[src/rtl/deferred_check_pkg.sv]
// Shared types for the deferred equality check queue.
// State enum, counter width/limit, record layout, saturating increment.
// Optional DEFERRED_CHECK_TIMESTAMP_EN adds a timestamp field to the record.
package deferred_check_pkg;

  typedef enum logic [1:0] {
    DC_IDLE,
    DC_PENDING,
    DC_FIRED
  } dc_state_e;

  localparam int CNT_W = 16;
  localparam logic [CNT_W-1:0] CNT_MAX = {CNT_W{1'b1}};

  localparam int REC_DW  = 8;
  localparam int REC_TSW = 16;

  typedef struct packed {
`ifdef DEFERRED_CHECK_TIMESTAMP_EN
    logic [REC_TSW-1:0] ts;
`endif
    logic [REC_DW-1:0]  a;
    logic [REC_DW-1:0]  b;
  } dc_rec_t;

  function automatic logic [CNT_W-1:0] sat_inc(
    input logic [CNT_W-1:0] v
  );
    return (v == CNT_MAX) ? v : v + 1'b1;
  endfunction

endpackage

[src/rtl/dc_fifo.sv]
// Generic first-word-fall-through FIFO; push while full is honoured when a pop
// frees the slot in the same cycle. Ports: push_i/data_i, pop_i/data_o, full_o, empty_o.
module dc_fifo #(
  parameter int W     = 16,
  parameter int DEPTH = 4
) (
  input  logic         clk,
  input  logic         rst_n,
  input  logic         push_i,
  input  logic [W-1:0] data_i,
  input  logic         pop_i,
  output logic [W-1:0] data_o,
  output logic         full_o,
  output logic         empty_o
);

  localparam int AW = $clog2(DEPTH);

  logic [AW:0]  wr_q;
  logic [AW:0]  rd_q;
  logic [W-1:0] mem_q [DEPTH];
  logic         do_pop;
  logic         do_push;

  assign empty_o = (wr_q == rd_q);
  assign full_o  = (wr_q[AW] != rd_q[AW]) &&
                   (wr_q[AW-1:0] == rd_q[AW-1:0]);
  assign do_pop  = pop_i && !empty_o;
  assign do_push = push_i && (!full_o || do_pop);
  assign data_o  = empty_o ? '0 : mem_q[rd_q[AW-1:0]];

  always_ff @(posedge clk or negedge rst_n) begin
    if (!rst_n) begin
      wr_q <= '0;
      rd_q <= '0;
      for (int i = 0; i < DEPTH; i++) begin
        mem_q[i] <= '0;
      end
    end else begin
      if (do_push) begin
        mem_q[wr_q[AW-1:0]] <= data_i;
        wr_q <= wr_q + (AW+1)'(1);
      end
      if (do_pop) begin
        rd_q <= rd_q + (AW+1)'(1);
      end
    end
  end

endmodule

[src/rtl/deferred_check_queue.sv]
// Deferred a/b equality check: mismatch must persist MATURE cycles to be
// queued as a record; shorter glitches are flushed and counted.
// Ports: clk, rst_n, en_i, a_i, b_i, rec_valid_o/rec_ready_i, rec_a_o, rec_b_o,
// rec_ts_o (DEFERRED_CHECK_TIMESTAMP_EN only), fail_cnt_o, flush_cnt_o, overflow_o.
module deferred_check_queue
  import deferred_check_pkg::*;
#(
  parameter int WIDTH  = 8,
  parameter int MATURE = 2,
  parameter int DEPTH  = 4,
  parameter int TS_W   = 16
) (
  input  logic             clk,
  input  logic             rst_n,
  input  logic             en_i,
  input  logic [WIDTH-1:0] a_i,
  input  logic [WIDTH-1:0] b_i,
  output logic             rec_valid_o,
  input  logic             rec_ready_i,
  output logic [WIDTH-1:0] rec_a_o,
  output logic [WIDTH-1:0] rec_b_o,
`ifdef DEFERRED_CHECK_TIMESTAMP_EN
  output logic [TS_W-1:0]  rec_ts_o,
`endif
  output logic [CNT_W-1:0] fail_cnt_o,
  output logic [CNT_W-1:0] flush_cnt_o,
  output logic             overflow_o
);

`ifdef DEFERRED_CHECK_TIMESTAMP_EN
  localparam int RW = 2*WIDTH + TS_W;
`else
  localparam int RW = 2*WIDTH;
`endif

  dc_state_e        state_q, state_d;
  logic [3:0]       age_q, age_d;
  logic             mis;
  logic             mat;
  logic             flush;
  logic             mat_q;
  logic [RW-1:0]    cap_d, cap_q;
  logic [CNT_W-1:0] fail_q, flush_q;
  logic             ovf_q;
  logic             full;
  logic             empty;
  logic [RW-1:0]    head;

  assign mis = en_i && (a_i != b_i);

`ifdef DEFERRED_CHECK_TIMESTAMP_EN
  logic [TS_W-1:0] ts_q;

  always_ff @(posedge clk or negedge rst_n) begin
    if (!rst_n) ts_q <= '0;
    else        ts_q <= ts_q + 1'b1;
  end

  assign cap_d    = {ts_q, a_i, b_i};
  assign rec_ts_o = head[RW-1 -: TS_W];
`else
  assign cap_d = {a_i, b_i};
`endif

  always_comb begin
    state_d = state_q;
    age_d   = age_q;
    mat     = 1'b0;
    flush   = 1'b0;
    unique case (state_q)
      DC_IDLE: begin
        if (mis) begin
          age_d = 4'd1;
          if (MATURE == 1) begin
            mat     = 1'b1;
            state_d = DC_FIRED;
          end else begin
            state_d = DC_PENDING;
          end
        end
      end
      DC_PENDING: begin
        if (mis && (age_q + 4'd1 == 4'(MATURE))) begin
          mat     = 1'b1;
          state_d = DC_FIRED;
        end else if (mis) begin
          age_d = age_q + 4'd1;
        end else begin
          flush   = 1'b1;
          state_d = DC_IDLE;
        end
      end
      DC_FIRED: begin
        if (!mis) state_d = DC_IDLE;
      end
      default: state_d = DC_IDLE;
    endcase
  end

  // Maturity is registered; the captured record is pushed one edge later.
  always_ff @(posedge clk or negedge rst_n) begin
    if (!rst_n) begin
      state_q <= DC_IDLE;
      age_q   <= '0;
      mat_q   <= 1'b0;
      cap_q   <= '0;
      fail_q  <= '0;
      flush_q <= '0;
      ovf_q   <= 1'b0;
    end else begin
      state_q <= state_d;
      age_q   <= age_d;
      mat_q   <= mat;
      if (mat)   cap_q   <= cap_d;
      if (mat)   fail_q  <= sat_inc(fail_q);
      if (flush) flush_q <= sat_inc(flush_q);
      if (mat_q && full && !rec_ready_i) ovf_q <= 1'b1;
    end
  end

  dc_fifo #(
    .W     (RW),
    .DEPTH (DEPTH)
  ) u_fifo (
    .clk     (clk),
    .rst_n   (rst_n),
    .push_i  (mat_q),
    .data_i  (cap_q),
    .pop_i   (rec_ready_i),
    .data_o  (head),
    .full_o  (full),
    .empty_o (empty)
  );

  assign rec_valid_o = !empty;
  assign rec_a_o     = head[2*WIDTH-1 -: WIDTH];
  assign rec_b_o     = head[WIDTH-1:0];
  assign fail_cnt_o  = fail_q;
  assign flush_cnt_o = flush_q;
  assign overflow_o  = ovf_q;

endmodule
[config.mk]
export PLATFORM = sky130hd
export DESIGN_NAME = deferred_check_queue
export DESIGN_NICKNAME = d
export VERILOG_FILES = /design/src/rtl/deferred_check_pkg.sv /design/src/rtl/dc_fifo.sv /design/src/rtl/deferred_check_queue.sv
export SDC_FILE = /design/constraint.sdc
export NUM_CORES = 1
export LEC_CHECK = 0
export ABC_AREA = 1
export BUFFER_PORTS_ARGS = -buffer_cell sky130_fd_sc_hd__buf_2
export CORE_MARGIN = 1
export CORE_UTILIZATION = 50
export CTS_CLUSTER_SIZE = 14
export DETAILED_ROUTE_END_ITERATION = 7
export HOLD_SLACK_MARGIN = 0.05
export PLACE_DENSITY = 0.78
export SYNTH_ARGS = -nofsm -noshare
export SYNTH_HDL_FRONTEND = slang
export SYNTH_SLANG_ARGS = --single-unit
[constraint.sdc]
create_clock -name clk -period 4.55 [get_ports clk]
set_input_delay 0.91 -clock clk [delete_from_list [all_inputs] [get_ports clk]]
set_output_delay 0.91 -clock clk [all_outputs]
set_load 0.01 [all_outputs]
==> reports/metrics.cfg <==
[finish]
layout.cells.non_filler = 1112
final_util_pct = 60.0
fin_nets = 956
synthToLayoutAreaGrowth_pct = 15.2
design_area_um2 = 7700
layout-drive-gt1-share_pct = 14.1
insertedDiodeCount = 0

[timing]
final_hold_viol_count = 0
finalCritPeriodShare_pct = 71.6
skew_ns = 0.00687
slew_violations = 0
relSlewSlack_pct = 44.6
finalSetupViolations = 0
worst_pin_slew_ns = 0.830
rsz0062_at_grt = no
layout_min_cycle_time_ns = 3.26
fmax_ghz = 0.307
setup_tns_ns = 0
hold_slack_ns = 0.469
setup_ws_ns = 1.29

[critical_path]
worstSetupStartpointType = register
path_class = register to output port
cp.arrival_ns = 2.35
cp.required_ns = 3.64
cp-end-kind = output port
path_max_fanout = 35
reg2reg_slack_ns = 2.02

[grt]
grt_pass1_vias = 5574
grt_start_max_net_pins = 61
antenna_found_initial = 0
track_usage_pct = 23.5
grt_pass1_wl_um = 26500
grt_overflow = 0

[synthesis]
synth_adder_area_share_pct = 1.69
syn-cell-area_um2 = 6680
synth_commonest_cells = nand2_1 (295), dfrtp_1 (126), inv_1 (80)
synth-compound-area-share_pct = 9.40
synthCells = 870
syn_avg_cell_area_um2 = 7.68
synthArstFlopShare_pct = 100
synth_xor_area_share_pct = 2.49
synth.distinct_cells = 30
synth_top_family_by_area = simple AND/OR/NAND/NOR gates
yosys.area.top_type = dfrtp_1
yosysTopAreaCellShare_pct = 47.2
ys_ff_latch = 126
yosysWarnings = 0
yosys.area_share.simple_pct = 31.6
synth_edf_count = 0
yosysMostFrequentCell = nand2_1
yosysSeqAreaShare_pct = 47.2
synth.top_cells.by_area = dfrtp_1 (47%), nand2_1 (17%), o21ai_1 (4.9%), nand4_1 (4.7%), inv_1 (4.5%)
synth_mux_area_share_pct = 0
yosys_most_used_dff = dfrtp_1
synth_nets = 899

[clocking]
cts_tree = built
postCtsSetupBuffers = 0
cts.htree.levels = 4
clock_latency_ns = 0.42
numCtsBuffers = 17
cts_num_sinks = 126
cts_root_buffer = clkbuf_16
cts_hold_buf = 0
cts.clk_slew.worst_paths_ns = 0.05
cts_buffer_depth = 2
post_cts_resized = 0

[floorplan]
rows = 41
die_y_um = 118
core_area_um2 = 12800
dieArea_um2 = 13800
start_util_pct = 52.1
io_pins = 70
die_x_um = 118

[worst_hold_path]
hold_class = register to register

[pwr]
p_leak_nw = 3.98
powerDensity_nw_per_um2 = 628
power_mw = 4.83
vdd_drop_max_mv = 0.331

[drt]
drt_iter0_markers = 509
viasPerCell = 5.32
drc_errors = 0
drt_wl_total_um = 15400
drt-pass1-iter-count = 5
postRouteAntennaNets = 0
route.vias.total = 5917
avgRoutedWirePerCell_um = 13.9

[job]
drv_cap = 0

[place]
dp_cells = 1080
gp_congestion = 0.858
place_ws_ns = 1.73
dp_hpwl_um = 10400
portBuffers = 69
place_area_um2 = 7100

[outcome]
status = finished clean

==> cells in the final DEF, fill, tap and decap left out <==
master,n
inv_2,5
nor2_1,68
clkbuf_16,17
inv_1,80
dfrtp_1,126
clkbuf_8,2
xor2_1,10
nand4_2,2
clkinv_2,6
nor2_2,3
o21bai_1,1
nor2_4,5
nand4_4,2
nand2_2,2
clkinvlp_4,3
nand2_4,2
a21oi_1,2
ha_1,9
o22ai_1,16
nand3_4,1
buf_4,6
xnor2_1,9
nand3_1,36
bufinv_16,3
nand4_1,50
nor3_2,1
clkbuf_1,1
o21ai_1,66
nand2_1,295
clkinv_1,2
buf_2,68
o21ai_0,36
nand3_2,5
==> state kept, by name, indices dropped and copies added, names as in the netlist <==
register and cells:
age_q 4, overflow_o 1, u_fifo.rd_q 3, fail_cnt_o 16, u_fifo.wr_q 3, mat_q 1
state_q 2, flush_cnt_o 16, cap_q 16, u_fifo.mem_q 64
==> per-layer routing <==
metal | share of wire (%) | global-route usage, %
met1 | 47 | 31.8
met5 | 0 | 0
met4 | 1.1 | 7.77
met2 | 47 | 37.4
met3 | 5.2 | 5.18
==> cell families after synthesis <==
logic type / Yosys count
flops: 126
simple gates: 472
buf+inv: 123
xor+xnor: 19
compound gates: 121
fa+ha+maj: 9
==> cell type report <==
class,count,area [um^2]
fill,1161,5130
sequential,126,3150
multi-input combinational,621,3020
clock buffer,20,457
timing repair buffer,74,385
inverter,87,327
tap,172,215
clock inverter,12,143
==> worst max-delay path, cell delays in order (launching register included) <==
cell and delay (ns):
dfrtp_1 0.32, buf_4 0.31, inv_2 0.30, nand2_1 0.21
nand4_2 0.40, nand2_1 0.20, inv_1 0.05, buf_2 0.13
==> final timing paths <==
check | from | to | cells after the start
worst min register to register | overflow_o | overflow_o | 1
min in group asynchronous | rst_n | u_fifo.wr_q[1] | 1
worst max-delay path | u_fifo.rd_q[0] | rec_b_o[3] | 7
worst max register to register | u_fifo.rd_q[0] | u_fifo.mem_q[11] | 7
max in group asynchronous | rst_n | flush_cnt_o[1] | 2
worst min-delay path | overflow_o | overflow_o | 1
==> power by group <==
| group | internal [mW] | total [mW] | switching [mW] |
|---|---|---|---|
| sequential | 1.49 | 1.78 | 0.290 |
| combinational | 0.601 | 1.68 | 1.08 |
| clock | 0.882 | 1.37 | 0.486 |
| total | 2.97 | 4.83 | 1.86 |
Power figures use the tool's default switching activity.
